## config.mk

```make
export PLATFORM = sky130hd
export DESIGN_NAME = demux6_reg
export DESIGN_NICKNAME = d
export VERILOG_FILES = /design/src/rtl/demux6_reg.sv
export SDC_FILE = /design/constraint.sdc
export NUM_CORES = 1
export LEC_CHECK = 0
export ABC_AREA = 1
export BUFFER_PORTS_ARGS = -buffer_cell sky130_fd_sc_hd__buf_2
export CORE_MARGIN = 4
export CORE_UTILIZATION = 41
export DETAILED_ROUTE_END_ITERATION = 12
export PLACE_DENSITY_LB_ADDON = 0.3
export SLEW_MARGIN = 30
export SYNTH_ARGS = -nofsm -noshare
export SYNTH_HDL_FRONTEND = slang
export SYNTH_SLANG_ARGS = --single-unit
```

## constraint.sdc

```tcl
create_clock -name clk -period 1.4 [get_ports clk]
set_input_delay 0.28 -clock clk [delete_from_list [all_inputs] [get_ports clk]]
set_output_delay 0.28 -clock clk [all_outputs]
set_load 0.1 [all_outputs]
```

## src/rtl/demux6_reg.sv

```systemverilog
// demux6_reg: registered 1-to-6 result distributor.
// One payload word and a 3-bit destination code come in on a valid/ready
// stream. The word is held in a single output register and offered to exactly
// one of six consumers. Destination codes 6 and 7 fold onto consumer 0.
// Optional feature macro: DEMUX6_ERRCNT_EN adds err_cnt, a saturating count of
// loads that carried an out-of-range destination code.
module demux6_reg #(
    parameter int DATA_WIDTH = 64
) (
    input  logic                  clk,
    input  logic                  rst_n,
    input  logic                  flush,
    input  logic                  in_valid,
    output logic                  in_ready,
    input  logic [2:0]            in_sel,
    input  logic [DATA_WIDTH-1:0] in_data,
    output logic [5:0]            out_valid,
    input  logic [5:0]            out_ready,
    output logic [DATA_WIDTH-1:0] out_data
`ifdef DEMUX6_ERRCNT_EN
    ,
    output logic [7:0]            err_cnt
`endif
);

    // EMPTY / FULL encoding of full_q
    localparam logic ST_EMPTY = 1'b0;
    localparam logic ST_FULL  = 1'b1;

    // Codes above 5 have no consumer; they go to port 0, like the mux default.
    function automatic logic [2:0] fold_sel(input logic [2:0] sel);
        return (sel > 3'd5) ? 3'd0 : sel;
    endfunction

    // One-hot decode of a folded destination code (0..5).
    function automatic logic [5:0] sel_onehot(input logic [2:0] sel);
        logic [5:0] oh;
        oh = 6'b0;
        case (sel)
            3'd0:    oh = 6'b000001;
            3'd1:    oh = 6'b000010;
            3'd2:    oh = 6'b000100;
            3'd3:    oh = 6'b001000;
            3'd4:    oh = 6'b010000;
            3'd5:    oh = 6'b100000;
            default: oh = 6'b000001;
        endcase
        return oh;
    endfunction

    // Saturating increment for the 8-bit error counter.
    function automatic logic [7:0] sat_inc8(input logic [7:0] v);
        return (v == 8'hFF) ? 8'hFF : v + 8'd1;
    endfunction

    logic                  full_q;
    logic [2:0]            sel_q;
    logic [DATA_WIDTH-1:0] data_q;

    logic [2:0] eff_sel;
    logic [5:0] sel_oh;
    logic       drain;
    logic       load;

    // Output presentation and handshake terms; in_ready depends combinationally on out_ready.
    always_comb begin
        eff_sel   = fold_sel(in_sel);
        sel_oh    = sel_onehot(sel_q);
        out_valid = (full_q == ST_FULL) ? sel_oh : 6'b0;
        out_data  = data_q;
        // Only the selected consumer's ready bit matters; the others are masked off.
        drain     = |(out_valid & out_ready);
        in_ready  = !flush && (!full_q || drain);
        load      = in_valid && in_ready;
    end

    // Holding register: flush beats load, load beats drain, otherwise hold.
    always_ff @(posedge clk or negedge rst_n) begin
        if (!rst_n) begin
            full_q <= ST_EMPTY;
            sel_q  <= 3'd0;
            data_q <= '0;
        end else if (flush) begin
            full_q <= ST_EMPTY;
        end else if (load) begin
            full_q <= ST_FULL;
            sel_q  <= eff_sel;
            data_q <= in_data;
        end else if (drain) begin
            full_q <= ST_EMPTY;
        end
    end

`ifdef DEMUX6_ERRCNT_EN
    logic [7:0] err_cnt_q;

    // Count accepted words whose destination code had to be folded; survives flush.
    always_ff @(posedge clk or negedge rst_n) begin
        if (!rst_n) begin
            err_cnt_q <= 8'd0;
        end else if (load && (in_sel > 3'd5)) begin
            err_cnt_q <= sat_inc8(err_cnt_q);
        end
    end

    assign err_cnt = err_cnt_q;
`endif

endmodule

```

==> impl_results.md <==
- CTS tree: built
- Most common cell after layout, fill and taps aside: nand2_1
- Post-synthesis simple-gate area fraction: 0.3516
- GRT Resource Usage Total: 0.2052
- Worst min path class: in -> reg
- Adder-Cell Fraction of Synth Area: 0
- Slowest-stage cell, CP: dfrtp_2
- Post-route non-filler standard cell count: 611
- Site Rows: 30
- Final Power: 0.009407 W
- Largest net degree at the start of global routing: 69
- CTS max path bufs: 2
- PD cells: 1887 mW/mm^2
- Violated checks: negative setup slack
- Sequential area share after synthesis: 0.5734
- CP max FO: 6
- Post-DRT Antenna Nets: 0
- Fin crit period: 2.091 ns
- Clock sinks: 68
- Die area: 0.008664 mm^2
- Setup CP Type: reg -> out
- First-pass GRT wire length: 14,230 um
- Dpl hpwl: 5822 um
- Pint: 0.004667 W
- Logic pwr share: 0.507
- Compound-Gate Fraction of Synth Area: 0.007589
- Leak: 2.650 nW
- # fillers: 547
- ANT cells: 0
- Final clock skew: 0.004976 ns
- Buf/Inv on CP: 3
- Slew Limit Fails: 0
- Root Buffer: clkbuf_8
- Seq pwr share: 0.280
- Clock buffer count from CTS: 9
- Crit end category: primary output
- GRT overflow: 0
- Clock slew at reported path FFs: 0.08 ns
- Main combinational cell family by area after synthesis: simple AND/OR/NAND/NOR gates
- Layout Area Growth over Synthesis: 67.96%
- Switching share of power: 0.5039
- WL/cell: 15.76 um
- Routed vias: 3,116
- Fmax: 478.1 MHz
- Vias in the first global route: 2,911
- Width of the chip: 93.08 um
- Syn Area/Cell: 8.703 um^2
- Startpoint types: flop
- PnR worst setup slack: -0.6915 ns
- Vias per cell: 5.100
- Worst vdd ir: 1260 uV
- Commonest cells after routing, fill and taps aside: nand2_1, buf_2, nand4_1, dfrtp_1, buf_4
- PortBufs: 147
- Slowest stage delay, CP: 0.48 ns
- Yosys cell types: 17
- #FFs+latches synth: 68
- Synth Area in XOR/XNOR: 0
- DRC violations left: 0
- Placed Cells: 578
- Starting DRT DRC Count: 125
- Critical path required time: 1.12 ns
- Layout Nets: 587
- Drt first pass iters: 5
- Psw: 0.004740 W
- Drt total wl: 9632 um
- CTS H-tree lvls: 3
- Setup violators final: 75
- Clock share of power: 0.213
- Actual slew at the worst max-slew pin: 0.3869 ns
- Cells along the critical path: inv_2, nor2_1, nand3_2, nand2_2, nor2_4, buf_6, a21oi_4, buf_12
- Syn Nets: 418
- Final hold violations: 0
- Relative slew slack: 0.7420
- Status: finished, violations left
- Clk_lat worst skew: 0.33 ns
- Mux share of post-synthesis cell area: 0
- Crit path max-delay family: flip-flops
- Core footprint: 0.006907 mm^2
- Final cycle utilization of the critical path: 1.494
- Crit path DAT: 1.81 ns
- Starting density of the core: 0.4297
- Initial antenna violation count: 0
- RSZ-0062 raised after global routing: true
- Syn Std Cell Area: 0.002968 mm^2
- Layout cells sized above 1: 0.5262
- Cell count after synthesis: 341
- IO Count: 148
- MaxCap Viol Count: 0
- Die height: 93.08 um
- Yosys warns: 0
- GP Congestion: 0.8660
## power by group through the flow
stage	Clock, W	Combinational, W	Sequential [W]
3_5_place_dp	0	0.00428	0.00260
4_1_cts	0.00202	0.00453	0.00259
6_report	0.00200	0.00477	0.00264
3_3_place_gp	0	0.00424	0.00260
2_1_floorplan	0	0.000692	0.00529
5_1_grt	0.00214	0.00493	0.00268
## through the flow
step | hold slack, ns | utilization | area [um^2] | setup slack [ns] | TNS [ns]
finish | 0.1753 | 0.7217 | 4985 | -0.6915 | -31.48
global route | 0.1662 | 0.7217 | 4985 | -0.7414 | -36.13
CTS | 0.1614 | 0.6665 | 4603 | -0.5417 | -19.26
detailed placement | 0.3355 | 0.5937 | 4100 | -0.3103 | -19.67
global placement | 0.3274 | 0.5937 | 4100 | -0.2264 | -15.15
floorplan | -0.01559 | - | 3048 | -0.4944 | -23.55
## per-layer routing
layer / GRT usage / up-vias / wire length [um]
li1: - / 1479 / -
met1: 0.2798 / 1473 / 3902
met2: 0.3191 / 151 / 4824
met3: 0.05149 / 13 / 779
met4: 0.07082 / 0 / 126
met5: 0 / - / 0
## synth_stat cells, drive strengths merged
| library cell | instances | area, um^2 |
|---|---|---|
| a21boi | 1 | 7.510 |
| a21oi | 3 | 15.01 |
| buf | 14 | 102.6 |
| clkbuf | 15 | 56.30 |
| clkinv | 1 | 3.750 |
| dfrtp | 68 | 1702 |
| inv | 10 | 37.54 |
| nand2 | 144 | 543.0 |
| nand3 | 5 | 30.03 |
| nand4 | 67 | 419.2 |
| nor2 | 11 | 41.29 |
| nor3 | 2 | 10.01 |
## layout make-up
type / instances / area [um^2] / share of cell area
Sequential cell: 68 / 1704 / 0.3419
Timing Repair Buffer: 187 / 1530 / 0.3070
Multi-Input combinational cell: 233 / 1333 / 0.2673
Clock buffer: 10 / 137.6 / 0.02761
Tap cell: 96 / 120.1 / 0.02410
Clock inverter: 6 / 111.4 / 0.02234
Inverter: 11 / 48.80 / 0.009789
## registers in the layout, summed over array words and instances, names as in the netlist
signal / count
out_data: 64
sel_q: 3
full_q: 1
## final timing paths
path,start,end,slack [ns],cells after the start
worst min-delay path,flush,full_q$_DFFE_PN0P_,0.18,2
max in group asynchronous,rst_n,sel_q[1]$_DFFE_PN0P_,0.60,3
min in group asynchronous,rst_n,out_data[27]$_DFFE_PN0P_,0.49,3
worst max-delay path,sel_q[1]$_DFFE_PN0P_,in_ready,-0.69,8
worst min register to register,out_data[54]$_DFFE_PN0P_,out_data[54]$_DFFE_PN0P_,0.47,2
worst max register to register,sel_q[1]$_DFFE_PN0P_,out_data[58]$_DFFE_PN0P_,-0.47,12
## cells by family (layout without fill, tap and decap cells)
kind of cell	Yosys count	in the layout
buffers and inverters	40	214
AO/OA/AOI/OAI	4	4
flip-flops	68	68
AND/OR/NAND/NOR	229	229
## timing repair
action,4_1_cts,5_1_grt
setup endpoints to repair,125,88
hold buffers,1,0
resized for setup,68,76
endpoints found under the hold margin,68,0
pin swaps,5,10
cloned,1,5
buffers inserted,4,8
Power figures use the tool's default switching activity.
